`src/rtl/syn_read.sv`:
```
// syn_read: streams one weight row per cycle from banked BRAM, masks the
// 24 lanes with the latched pre-synaptic spikes and accumulates a 26-bit
// current for each post-synaptic neuron.
// Ports: clk, reset (sync, active-high); i_run start pulse; i_pre_spike
// spike vector; o_busy / o_done status; o_syn_current packed 26-bit sums;
// addr_r / ce_r / we_r / d_r / q_r BRAM read port (1-cycle latency).
// Build option: define SYN_ROW_SKIP_EN to gate ce_r off for rows whose
// latched spike slice is all zero.
module syn_read #(
    parameter int N_POST = 18,
    parameter int N_ROW  = 24
) (
    input  logic                   clk,
    input  logic                   reset,
    input  logic                   i_run,
    input  logic [24*N_ROW-1:0]    i_pre_spike,
    output logic                   o_busy,
    output logic                   o_done,
    output logic [26*N_POST-1:0]   o_syn_current,
    output logic [53:0]            addr_r,
    output logic [5:0]             ce_r,
    output logic [5:0]             we_r,
    output logic [383:0]           d_r,
    input  logic [383:0]           q_r
);

    localparam int NL     = 24;
    localparam int N_ADDR = N_POST * N_ROW;
    localparam int NW     = $clog2(N_POST);
    localparam int RW     = $clog2(N_ROW);
    localparam logic [8:0]    A_LAST = 9'(N_ADDR - 1);
    localparam logic [RW-1:0] R_LAST = RW'(N_ROW - 1);

    typedef enum logic [1:0] {
        S_IDLE,
        S_RUN,
        S_DRAIN,
        S_DONE
    } state_t;

    state_t state, state_nx;

    logic [8:0]         addr;
    logic [NW-1:0]      n_idx;
    logic [RW-1:0]      r_idx;
    logic               drain_cnt;
    logic [NL*N_ROW-1:0] spk;

    // Stage 1: aligned with q_r; stage 2: registered lane sum.
    logic               v1;
    logic [NW-1:0]      n1;
    logic [NL-1:0]      m1;
    logic               v2;
    logic [NW-1:0]      n2;
    logic [20:0]        lsum;
    logic [20:0]        lane_sum_c;

    logic [25:0]        acc [N_POST];

    logic               start;
    logic               issue;
    logic               row_en;
    logic [NL-1:0]      slice;

    assign start = (state == S_IDLE) && i_run;
    assign issue = (state == S_RUN);
    assign slice = spk[int'(r_idx)*NL +: NL];

`ifdef SYN_ROW_SKIP_EN
    assign row_en = issue && (|slice);
`else
    assign row_en = issue;
`endif

    assign o_busy = (state == S_RUN) || (state == S_DRAIN);
    assign o_done = (state == S_DONE);
    assign addr_r = {6{addr}};
    assign ce_r   = {6{row_en}};
    assign we_r   = '0;
    assign d_r    = '0;

    always_comb begin
        state_nx = state;
        unique case (state)
            S_IDLE:  if (i_run) state_nx = S_RUN;
            S_RUN:   if (addr == A_LAST) state_nx = S_DRAIN;
            S_DRAIN: if (drain_cnt) state_nx = S_DONE;
            S_DONE:  state_nx = S_IDLE;
            default: state_nx = S_IDLE;
        endcase
    end

    always_comb begin
        lane_sum_c = '0;
        for (int l = 0; l < NL; l++) begin
            if (m1[l]) lane_sum_c = lane_sum_c + 21'(q_r[16*l +: 16]);
        end
    end

    always_ff @(posedge clk) begin
        if (reset) begin
            state     <= S_IDLE;
            addr      <= '0;
            n_idx     <= '0;
            r_idx     <= '0;
            drain_cnt <= 1'b0;
            spk       <= '0;
            v1        <= 1'b0;
            n1        <= '0;
            m1        <= '0;
            v2        <= 1'b0;
            n2        <= '0;
            lsum      <= '0;
            for (int k = 0; k < N_POST; k++) acc[k] <= '0;
        end else begin
            state <= state_nx;

            if (start) begin
                spk       <= i_pre_spike;
                addr      <= '0;
                n_idx     <= '0;
                r_idx     <= '0;
                drain_cnt <= 1'b0;
            end else if (issue) begin
                if (addr != A_LAST) addr <= addr + 9'd1;
                if (r_idx == R_LAST) begin
                    r_idx <= '0;
                    n_idx <= n_idx + NW'(1);
                end else begin
                    r_idx <= r_idx + RW'(1);
                end
            end else if (state == S_DRAIN) begin
                drain_cnt <= 1'b1;
            end

            // Neuron index travels with the data so row sums land in
            // the right accumulator across neuron boundaries.
            v1   <= issue;
            n1   <= n_idx;
            m1   <= row_en ? slice : '0;
            v2   <= v1;
            n2   <= n1;
            lsum <= lane_sum_c;

            for (int k = 0; k < N_POST; k++) begin
                if (start)
                    acc[k] <= '0;
                else if (v2 && n2 == NW'(k))
                    acc[k] <= acc[k] + 26'(lsum);
            end
        end
    end

    always_comb begin
        o_syn_current = '0;
        for (int k = 0; k < N_POST; k++) o_syn_current[26*k +: 26] = acc[k];
    end

endmodule

```
`config.mk`:
```
export PLATFORM = sky130hd
export DESIGN_NAME = syn_read
export DESIGN_NICKNAME = d
export VERILOG_FILES = /design/src/rtl/syn_read.sv
export SDC_FILE = /design/constraint.sdc
export NUM_CORES = 2
export LEC_CHECK = 0
export ABC_AREA = 1
export CELL_PAD_IN_SITES_DETAIL_PLACEMENT = 0
export CELL_PAD_IN_SITES_GLOBAL_PLACEMENT = 1
export CORE_AREA = 10 10 716 718
export CTS_BUF_LIST = sky130_fd_sc_hd__clkbuf_8
export DETAILED_ROUTE_END_ITERATION = 10
export DIE_AREA = 0 0 726 728
export PLACE_DENSITY = 0.49
export SLEW_MARGIN = 20
export SYNTH_ARGS = -nofsm -noshare
export SYNTH_HDL_FRONTEND = slang
export SYNTH_SLANG_ARGS = --single-unit
```
`constraint.sdc`:
```
create_clock -name clk -period 54.1 [get_ports clk]
set_input_delay 8.115 -clock clk [delete_from_list [all_inputs] [get_ports clk]]
set_output_delay 8.115 -clock clk [all_outputs]
set_load 0.02 [all_outputs]
```
==> flow_metrics.tcl <==
set metrics [dict create \
    cpMostUsedCell "nand2_1" \
    vias 82632 \
    power.share.clock_pct 22.6 \
    cts.clk_slew.worst_paths_ns 0.05 \
    ys_ff_latch 1123 \
    post_drt_via_cell_ratio 4.11 \
    worst_r2r_endpoint "lsum[20]" \
    wl_per_cell_um 24.4 \
    ant_nets 0 \
    placed_area_um2 105000 \
    portBuffers 1492 \
    drive_gt1_share_pct 5.47 \
    tns_ns 0 \
    postLayoutSetupSlackWorst_ns 22.43 \
    leakage_nw 49.0 \
    htreeDepth 5 \
    grt-ovfl-total 0 \
    p_int_mw 2.39 \
    cp_max_fo 5 \
    start_util_pct 16.9 \
    slowest_stage "o21ai_0" \
    reg2reg_setup_slack_ns 29.02 \
    arrival_ns 32.59 \
    netlist_instances 11761 \
    core_area_um2 497000 \
    power.share.combinational_pct 52.3 \
    async_reset_ff_share_pct 0 \
    yosysWarnings 0 \
    synth-edff-count 468 \
    drc_errors 0 \
    fin_skew_ns 0.127 \
    rsz0062_at_grt "no" \
    grt_pass1_vias 81538 \
    slowest_delay_ns 0.62 \
    area_growth_pct 31.1 \
    dp_slack_ns 21.27 \
    status "finished, final reports clean" \
    fin_cells 20097 \
    irDropWorstVdd_mv 0.0198 \
    cts_setup_buffers 0 \
    slew_viol_final 0 \
    setup.worst_path.class "in -> reg" \
    r2r-start "m1[0]" \
    die_w_um 726 \
    cts_resized 0 \
    r2r.worst_path.cells 151 \
    setup.worst_path.start "q_r[0]" \
    io_pins 1883 \
    startpoint_type "primary input" \
    hpwlAfterDp_um 400000 \
    die-area_um2 529000 \
    seq_power_share_pct 25.1 \
    grtUsageTotal_pct 17.7 \
    hold_buffers 0 \
    maxCapViolCount 0 \
    fmax_mhz 31.6 \
    fin_nets 14955 \
    yosysSeqAreaShare_pct 32.4 \
    swShare_pct 47.2 \
    min_path_type "reg -> reg" \
    endpoint "lsum[20]" \
    yosys_most_used_dff "dfxtp_1" \
    dp.cells 19579 \
    period_share_pct 58.5 \
    synthDistinctLibCells 53 \
    numCtsBuffers 262 \
    setup_viol 0 \
    clockBufferDepth 4 \
    period_needed_ns 31.67 \
    avgSynthCellArea_um2 7.13 \
    die_h_um 728 \
    clock_latency_ns 1.10 \
    yosys.area.top_type "edfxtp_1" \
    routed_wl_um 491000 \
    grt_pass1_wl_um 666000 \
    gp_congestion 0.860 \
    drt_first_pass_iters 5 \
    cts_tree "done" \
    yosysTopAreaCellShare_pct 16.8 \
    stdcell_area_um2 110000 \
    slew_headroom_pct 23.9 \
    grt_start_max_net_pins 179 \
    syn_area_um2 83900 \
    rows 259 \
    switching_power_mw 2.13 \
    tightest_slew_ns 1.13 \
    cp_data_required_time_ns 55.02 \
    antenna_found_initial 283 \
    cts_root_buf "clkbuf_8" \
    holdWs_ns 0.406 \
    clkSinkCount 1123 \
    initialDrtViolationCount 4845 \
    synth_area_leaders "edfxtp_1, dfxtp_1, ha_1, nand2_1, a21oi_1" \
    final_hold_viol_count 0 \
    fill_cells 56034 \
    power_density_nw_per_um2 41.1 \
    endpoint_kind "flip-flop" \
]
layout by cell type, fill, tap and decap left out, drive strengths merged, types with 18 or more instances in the layout:
cell,instances
nand2,2380
inv,1575
clkdlybuf4s50,1491
o21ai,1247
a21oi,1147
nand3,1114
nor2,792
ha,763
dfxtp,655
edfxtp,468
conb,390
clkbuf,298
buf,146
xor2,125
o21a,122
nor3,110
xnor2,81
diode,69
or2,59
o21bai,50
a31oi,50
clkinv,43
fa,41
and2,40
o211ai,34
a21boi,25
nand3b,24
nand4,19
a211oi,18
nor3b,18
Yosys cell counts, types with 20 or more instances:
library cell	count
nand2_1	2317
inv_1	1450
a21oi_1	1147
o21ai_0	1126
nand3_1	1084
nor2_1	782
ha_1	763
dfxtp_1	655
edfxtp_1	468
buf_4	442
clkbuf_1	364
xor2_1	125
o21a_1	122
nor3_1	110
o21ai_1	102
xnor2_1	81
or2_2	59
nand2_2	55
a31oi_1	50
o21bai_1	50
fa_1	41
and2_1	40
buf_1	38
o211ai_1	34
nand3_2	27
a21boi_0	22
nand3b_1	22
inv_2	20
worst min-delay path by stage:
stage / startpoint / endpoint / cells after the start
after CTS: n1[1] / n2[1] / 2
after global routing: n1[0] / n2[0] / 2
after global placement: n1[2] / n2[2] / 2
final: n1[4] / n2[4] / 2
after detailed placement: n1[1] / n2[1] / 2
after floorplan: n1[0] / n2[0] / 2
routing by layer:
layer	wire [µm]	global-route usage, %	vias up
li1	-	-	41398
met2	247000	32.3	2070
met3	30900	4.77	785
met4	15300	4.81	154
met5	974	0	-
met1	197000	20.1	38225
registers in the layout, indices dropped and copies added, names as in the netlist:
| register | count |
|---|---|
| r_idx | 5 |
| state | 2 |
| n_idx | 5 |
| m1 | 24 |
| n1 | 5 |
| drain_cnt | 1 |
| spk | 576 |
| addr | 9 |
| acc | 468 |
| v2 | 1 |
| lsum | 21 |
| v1 | 1 |
| n2 | 5 |
stage by stage:
stage	util (%)	total power [mW]
final	22.1	4.52
after global routing	22.1	4.93
after floorplan	-	2.68
after CTS	22.1	4.63
after detailed placement	21.1	3.56
after global placement	21.1	3.57
cell families after synthesis:
kind of cell / synth area share (%)
buffers and inverters: 12.6
flip-flops: 32.4
AND/OR/NAND/NOR: 23.3
other: 0.00447
adder cells (fa/ha/maj): 12.4
AO/OA/AOI/OAI: 17.2
XOR/XNOR: 2.15
layout make-up:
| cell class | instances | area (µm²) | share of cell area [%] |
|---|---|---|---|
| Multi-Input combinational cell | 8684 | 47600 | 43.3 |
| Antenna cell | 69 | 173 | 0.157 |
| Clock buffer | 298 | 4100 | 3.73 |
| Inverter | 1480 | 5590 | 5.08 |
| Clock inverter | 151 | 908 | 0.826 |
| Sequential cell | 1123 | 27200 | 24.7 |
| Timing Repair Buffer | 1637 | 16100 | 14.6 |
| Tap cell | 6655 | 8330 | 7.57 |
power by group through the flow:
stage / Clock [mW] / Combinational [mW] / Sequential (mW)
3_3_place_gp: 0 / 2.41 / 1.15
3_5_place_dp: 0 / 2.40 / 1.16
6_report: 1.02 / 2.36 / 1.14
2_1_floorplan: 0 / 1.49 / 1.18
4_1_cts: 1.07 / 2.42 / 1.14
5_1_grt: 1.10 / 2.68 / 1.15
worst max-delay path: cells and delay by family:
family                   cells  cell delay, ns
buffers and inverters       31            2.97
adder cells (fa/ha/maj)     24            8.13
AND/OR/NAND/NOR             63            7.61
XOR/XNOR                     1            0.21
AO/OA/AOI/OAI               33            5.55
Power figures use the tool's default switching activity.
